$ cat config.mk
export PLATFORM = sky130hd
export DESIGN_NAME = fir_coeff_sequencer
export DESIGN_NICKNAME = d
export VERILOG_FILES = /design/src/rtl/fir_coeff_sequencer.sv
export SDC_FILE = /design/constraint.sdc
export NUM_CORES = 1
export LEC_CHECK = 0
export CORE_UTILIZATION = 50
export DETAILED_ROUTE_END_ITERATION = 8
export PLACE_DENSITY = 0.78
export SYNTH_ARGS = -nofsm -noshare
export SYNTH_HDL_FRONTEND = slang
export SYNTH_SLANG_ARGS = --single-unit
$ cat constraint.sdc
create_clock -name clk -period 7.8 [get_ports clk]
set_input_delay 1.56 -clock clk [delete_from_list [all_inputs] [get_ports clk]]
set_output_delay 1.56 -clock clk [all_outputs]
set_load 0.01 [all_outputs]
$ cat src/rtl/fir_coeff_sequencer.sv
// Stages four coefficient words, clears/writes/reads back the selected FIR filters, then re-arms the trigger.
// Coefficient-port outputs are registered; valid_gate stays low from start until a clean sequence ends.
module fir_coeff_sequencer #(
    parameter int CLR_LEN    = 4,
    parameter int RD_TIMEOUT = 16,
    parameter int SETTLE_LEN = 32
) (
    input  logic        clk,
    input  logic        reset,
    input  logic        stage_we,
    input  logic [1:0]  stage_adr,
    input  logic [63:0] stage_data,
    input  logic        start,
    input  logic [3:0]  filt_mask,
    output logic        busy,
    output logic        done,
    output logic        err,
    output logic [1:0]  err_code,
    output logic [1:0]  err_filt,
    output logic [1:0]  err_adr,
    output logic        valid_gate,
    output logic        bsum_reset,
    output logic        coeff_areset,
    output logic [3:0]  coeff_we,
    output logic [1:0]  coeff_adr,
    output logic [63:0] coeff_data,
    output logic        coeff_read,
    input  logic [3:0]  coeff_valid,
    input  logic [63:0] coeff_rdata
);
    localparam int CNT_MAX = (SETTLE_LEN > RD_TIMEOUT)
                           ? ((SETTLE_LEN > CLR_LEN) ? SETTLE_LEN : CLR_LEN)
                           : ((RD_TIMEOUT > CLR_LEN) ? RD_TIMEOUT : CLR_LEN);
    localparam int CNT_W   = $clog2(CNT_MAX + 1);

    typedef enum logic [3:0] {
        S_IDLE, S_CLEAR, S_WRITE, S_RD, S_WAIT, S_BSRST, S_SETTLE, S_DONE, S_FAIL
    } state_t;

    state_t             state_q, state_d;
    logic [CNT_W-1:0]   cnt_q, cnt_d;
    logic [1:0]         filt_q, filt_d;
    logic [1:0]         first_q, first_d;
    logic [1:0]         widx_q, widx_d;
    logic [3:0]         mask_q, mask_d;
    logic [63:0]        stage_q [4];
    logic [63:0]        stage_d [4];
    logic [63:0]        snap_q [4];
    logic [63:0]        snap_d [4];
    logic               err_q, err_d;
    logic [1:0]         err_code_q, err_code_d;
    logic [1:0]         err_filt_q, err_filt_d;
    logic [1:0]         err_adr_q, err_adr_d;
    logic               busy_q, busy_d;
    logic               done_q, done_d;
    logic               valid_gate_q, valid_gate_d;
    logic               bsum_reset_q, bsum_reset_d;
    logic               coeff_areset_q, coeff_areset_d;
    logic [3:0]         coeff_we_q, coeff_we_d;
    logic [1:0]         coeff_adr_q, coeff_adr_d;
    logic [63:0]        coeff_data_q, coeff_data_d;
    logic               coeff_read_q, coeff_read_d;
    logic [2:0]         first_s;
    logic [2:0]         next_s;

    // Lowest set mask bit at or above 'from'; bit 2 of the result flags "none left".
    function automatic logic [2:0] seek(input logic [3:0] mask, input logic [2:0] from);
        logic [2:0] r;
        r = 3'b100;
        for (int i = 3; i >= 0; i--) begin
            if (mask[i] && (3'(i) >= from)) begin
                r = {1'b0, 2'(i)};
            end
        end
        return r;
    endfunction

    always_ff @(posedge clk) begin
        if (reset) begin
            state_q        <= S_IDLE;
            cnt_q          <= '0;
            filt_q         <= '0;
            first_q        <= '0;
            widx_q         <= '0;
            mask_q         <= '0;
            err_q          <= 1'b0;
            err_code_q     <= '0;
            err_filt_q     <= '0;
            err_adr_q      <= '0;
            busy_q         <= 1'b0;
            done_q         <= 1'b0;
            valid_gate_q   <= 1'b1;
            bsum_reset_q   <= 1'b0;
            coeff_areset_q <= 1'b0;
            coeff_we_q     <= '0;
            coeff_adr_q    <= '0;
            coeff_data_q   <= '0;
            coeff_read_q   <= 1'b0;
            for (int i = 0; i < 4; i++) begin
                stage_q[i] <= '0;
                snap_q[i]  <= '0;
            end
        end else begin
            state_q        <= state_d;
            cnt_q          <= cnt_d;
            filt_q         <= filt_d;
            first_q        <= first_d;
            widx_q         <= widx_d;
            mask_q         <= mask_d;
            err_q          <= err_d;
            err_code_q     <= err_code_d;
            err_filt_q     <= err_filt_d;
            err_adr_q      <= err_adr_d;
            busy_q         <= busy_d;
            done_q         <= done_d;
            valid_gate_q   <= valid_gate_d;
            bsum_reset_q   <= bsum_reset_d;
            coeff_areset_q <= coeff_areset_d;
            coeff_we_q     <= coeff_we_d;
            coeff_adr_q    <= coeff_adr_d;
            coeff_data_q   <= coeff_data_d;
            coeff_read_q   <= coeff_read_d;
            for (int i = 0; i < 4; i++) begin
                stage_q[i] <= stage_d[i];
                snap_q[i]  <= snap_d[i];
            end
        end
    end

    always_comb begin
        stage_d = stage_q;
        if (stage_we && !busy_q) begin
            stage_d[stage_adr] = stage_data;
        end
    end

    // The sequence works from a snapshot so a staging write in the start cycle does not leak in.
    always_comb begin
        state_d    = state_q;
        cnt_d      = cnt_q;
        filt_d     = filt_q;
        first_d    = first_q;
        widx_d     = widx_q;
        mask_d     = mask_q;
        snap_d     = snap_q;
        err_d      = err_q;
        err_code_d = err_code_q;
        err_filt_d = err_filt_q;
        err_adr_d  = err_adr_q;
        first_s    = seek(filt_mask, 3'd0);
        next_s     = seek(mask_q, {1'b0, filt_q} + 3'd1);
        case (state_q)
            S_IDLE: begin
                if (start) begin
                    mask_d     = filt_mask;
                    snap_d     = stage_q;
                    err_d      = 1'b0;
                    err_code_d = 2'd0;
                    err_filt_d = 2'd0;
                    err_adr_d  = 2'd0;
                    cnt_d      = '0;
                    widx_d     = 2'd0;
                    filt_d     = first_s[1:0];
                    first_d    = first_s[1:0];
                    state_d    = first_s[2] ? S_BSRST : S_CLEAR;
                end
            end
            S_CLEAR: begin
                if (cnt_q == CNT_W'(CLR_LEN - 1)) begin
                    state_d = S_WRITE;
                end else begin
                    cnt_d = cnt_q + CNT_W'(1);
                end
            end
            S_WRITE: begin
                if (widx_q == 2'd3) begin
                    widx_d = 2'd0;
                    if (next_s[2]) begin
                        state_d = S_RD;
                        filt_d  = first_q;
                    end else begin
                        filt_d  = next_s[1:0];
                    end
                end else begin
                    widx_d = widx_q + 2'd1;
                end
            end
            S_RD: begin
                state_d = S_WAIT;
                cnt_d   = '0;
            end
            S_WAIT: begin
                if (coeff_valid[filt_q]) begin
                    if (coeff_rdata != snap_q[widx_q]) begin
                        state_d    = S_FAIL;
                        err_d      = 1'b1;
                        err_code_d = 2'd1;
                        err_filt_d = filt_q;
                        err_adr_d  = widx_q;
                    end else if (widx_q == 2'd3) begin
                        widx_d = 2'd0;
                        if (next_s[2]) begin
                            state_d = S_BSRST;
                        end else begin
                            filt_d  = next_s[1:0];
                            state_d = S_RD;
                        end
                    end else begin
                        widx_d  = widx_q + 2'd1;
                        state_d = S_RD;
                    end
                end else if (cnt_q == CNT_W'(RD_TIMEOUT - 1)) begin
                    state_d    = S_FAIL;
                    err_d      = 1'b1;
                    err_code_d = 2'd2;
                    err_filt_d = filt_q;
                    err_adr_d  = widx_q;
                end else begin
                    cnt_d = cnt_q + CNT_W'(1);
                end
            end
            S_BSRST: begin
                state_d = S_SETTLE;
                cnt_d   = '0;
            end
            S_SETTLE: begin
                if (cnt_q == CNT_W'(SETTLE_LEN - 1)) begin
                    state_d = S_DONE;
                end else begin
                    cnt_d = cnt_q + CNT_W'(1);
                end
            end
            S_DONE:  state_d = S_IDLE;
            S_FAIL:  state_d = S_IDLE;
            default: state_d = S_IDLE;
        endcase
    end

    // Outputs are decoded from the next state so every port is a flop aligned with state_q.
    always_comb begin
        busy_d         = !(state_d inside {S_IDLE, S_DONE, S_FAIL});
        done_d         = (state_d == S_DONE) || (state_d == S_FAIL);
        bsum_reset_d   = (state_d == S_BSRST);
        coeff_areset_d = (state_d == S_CLEAR);
        coeff_we_d     = (state_d == S_WRITE) ? (4'd1 << filt_d) : 4'd0;
        coeff_read_d   = (state_d == S_RD);
        coeff_adr_d    = (state_d inside {S_WRITE, S_RD, S_WAIT}) ? widx_d : 2'd0;
        coeff_data_d   = (state_d == S_WRITE) ? snap_d[widx_d] : 64'd0;
        valid_gate_d   = valid_gate_q;
        if ((state_q == S_IDLE) && start) begin
            valid_gate_d = 1'b0;
        end
        if (state_d == S_DONE) begin
            valid_gate_d = 1'b1;
        end
    end

    assign busy         = busy_q;
    assign done         = done_q;
    assign err          = err_q;
    assign err_code     = err_code_q;
    assign err_filt     = err_filt_q;
    assign err_adr      = err_adr_q;
    assign valid_gate   = valid_gate_q;
    assign bsum_reset   = bsum_reset_q;
    assign coeff_areset = coeff_areset_q;
    assign coeff_we     = coeff_we_q;
    assign coeff_adr    = coeff_adr_q;
    assign coeff_data   = coeff_data_q;
    assign coeff_read   = coeff_read_q;

endmodule

==> run metrics <==
top-level I/O count=225; hold-fix buffer count after cts=0; DP HPWL=46500 um; Mapped Nets=3134; H-tree depth=2; DR pass1 iterations=9; combinational share of power=6.7%; Max Fclk=0.176 GHz; EDFF count, synth=0; vias in the first global route=20.9k; TNS Setup=0 ns; hold_sp=stage_q[68]$_SDFFE_PP0P_; commonest non-fill, non-tap cell in the layout=nand2_1; die width=228 um; Period minus WS final=5.67 ns; Worst R2R Setup Slack=2.13 ns; crit-path max FO=45; Fillers=4284; GRT Overall Usage=28.6%; critical path type=reg2reg; Total Power=6.61 mW; chip height=228 um; clk buf depth=3; sequential power share=48.9%; Int Pwr=5.06 mW; nets=3213; total number of vias=22.0k; synth warn=0; Pleak=10.3 nW; Clk pwr share=44.3%; status=complete, no violations; Area contributors post-synth=dfxtp_1, nand2_1, a21oi_1; Initial Util=50.8%; Synth-to-Final Area Change=16.5%; ANT nets after route=0; CP Data Arrival Time=6.12 ns; clock-pin transition on the worst setup and hold timing paths=0.07 ns; grt ovf=0; final wirelength=76800 um; sequential area share after synthesis=48.1%; total of max-cap violations=0; final setup vio count=0; GPL Wtd Cong=0.898; DRC Markers=0; WHS Endpoint=snap_q[68]$_SDFF_PP0_; # rows=82; Worst-Margin Slew=1.46 ns; CTS-repair resized insts=0; Post-Syn Area=25500 sq um; Distinct cells, synth=74; peak supply drop=191 uV; Synth area leader=dfxtp_1; Synth async-reset ratio=0%; largest net degree at the start of global routing=260; first-pass GRT wire length=117000 um; # port buffers=224; DRT iter0 DRCs=2514; Crit. End Element=register; worst rel slew slack=2.62%; Design Area, Final=29800 sq um; Die Area=52000 sq um; Synth Instances=2990; setup slack at placement=1.93 ns; clock root cell=clkbuf_16; vias per cell=5.79; post-synth top area share=48.1%; worst hold path stage count=2; Core Box Area=50300 sq um; DP Area=27700 sq um; FF+latch area=12300 sq um; worst skew pair latency=0.62 ns; mean post-synth cell area=8.54 sq um; reg-to-reg startpoint=widx_q[0]$_SDFF_PP0_; post-synthesis register bit count=614; CTS tree=done; RSZ-0062 raised after global routing=false; FF-to-FF path depth=13; Top FF cell, synth=dfxtp_1; TritonCTS Buffers=59; Req. time, crit path=8.26 ns; Num Clock Sinks=614; crit share post-route=72.7%; setup ws final=2.13 ns; net switching power=1.56 mW; Slew Viols, Final=0; PwrDens=222 nW/um^2; worst min path class=reg2reg; R2R Path End=coeff_data[63]$_SDFF_PP0_; CP Launch Type=register; most frequent cells in the layout=nand2_1, dfxtp_1, a21oi_1; initial antenna violation count=14; Sw Ratio=23.5%; Hold Fails Final Rpt=0; Clock Skews=0.0127 ns; drt wl/cell=20.2 um; layout cells sized above 1=7.86%; setup bufs post-CTS=0; Multi-input gate area=12100 sq um
==> per-stage QoR <==
step / std cells / util (%) / hold WS, ns
after floorplan: 2990 / - / 0.432
after global placement: 3680 / 55.2 / 0.436
after detailed placement: 3680 / 55.2 / 0.442
after CTS: 3788 / 59.1 / 0.450
after global routing: 3792 / 59.2 / 0.464
final: 3797 / 59.2 / 0.449
==> worst max-delay path, stage by stage (launching register included) <==
cell	delay (ns)
dfxtp_4	0.74
buf_12	0.42
mux4_2	0.58
xnor2_1	0.63
nand4_1	0.25
nor2_1	0.34
nand4_1	0.16
nor4_2	0.33
buf_4	0.26
a21bo_2	0.20
a22oi_2	0.11
nand2_4	0.64
buf_4	0.61
o22ai_1	0.18
==> routing by layer <==
metal,vias to the layer above,wire [um],global-route usage (%)
li1,10200,-,-
met1,10600,30500,37.1
met2,1049,36300,46.7
met3,149,7340,5.85
met4,12,2530,11.5
met5,-,81,0
==> layout make-up <==
class | instances | share of cell area [%]
clock buffers | 86 | 5.87
flip-flops and latches | 614 | 41.3
clock inverters | 22 | 0.820
multi-input cells | 2134 | 40.6
repair buffers | 243 | 8.20
well taps | 672 | 2.83
inverters | 17 | 0.214
diodes | 9 | 0.0757
==> worst max-delay path by stage <==
| stage | slack [ns] | to | cells past startpoint | start |
|---|---|---|---|---|
| after floorplan | 3.75 | coeff_data[55]$_SDFF_PP0_ | 13 | coeff_rdata[54] |
| after global placement | 1.95 | coeff_data[1]$_SDFF_PP0_ | 12 | coeff_rdata[29] |
| after detailed placement | 1.93 | coeff_data[63]$_SDFF_PP0_ | 12 | coeff_rdata[59] |
| after CTS | 2.24 | coeff_data[63]$_SDFF_PP0_ | 13 | widx_q[0]$_SDFF_PP0_ |
| after global routing | 1.98 | coeff_data[63]$_SDFF_PP0_ | 13 | widx_q[0]$_SDFF_PP0_ |
| final | 2.13 | coeff_data[63]$_SDFF_PP0_ | 13 | widx_q[0]$_SDFF_PP0_ |
==> synthesized netlist by cell type (all sizes together) (5+ instances only) <==
| master | number |
|---|---|
| nor2b | 8 |
| a21oi | 538 |
| o22ai | 69 |
| mux2i | 165 |
| xor2 | 14 |
| mux2 | 7 |
| nor3 | 14 |
| nand2b | 9 |
| inv | 17 |
| a221oi | 5 |
| nand4 | 10 |
| xnor2 | 47 |
| o21ai | 15 |
| nor2 | 40 |
| clkbuf | 178 |
| nand2 | 1061 |
| dfxtp | 614 |
| mux4 | 45 |
| buf | 46 |
| nor4 | 5 |
| and2 | 5 |
| nand3 | 15 |
==> cell families after synthesis <==
group                    share of synthesized area (%)
adder cells (fa/ha/maj)                         0.0980
AND/OR/NAND/NOR                                   18.3
multiplexers                                      10.8
XOR/XNOR                                          2.09
buffers and inverters                             4.82
flip-flops                                        48.1
AO/OA/AOI/OAI                                     15.8
==> power groups by stage <==
stage | Combinational (mW) | Clock, mW | Sequential [mW]
CTS | 0.436 | 2.95 | 3.23
finish | 0.444 | 2.93 | 3.24
global route | 0.476 | 3.09 | 3.24
global placement | 0.424 | 0 | 3.30
floorplan | 0.249 | 0 | 3.29
detailed placement | 0.434 | 0 | 3.30
==> state kept, by name, summed over array words and instances (netlist names), 2 cells and up <==
signal,flops
state_q,4
first_q,2
coeff_adr,2
err_adr,2
coeff_we,4
cnt_q,6
snap_q,256
widx_q,2
err_filt,2
coeff_data,64
filt_q,2
stage_q,256
err_code,2
mask_q,3
Note: power is estimated with default switching activity, not from simulation.
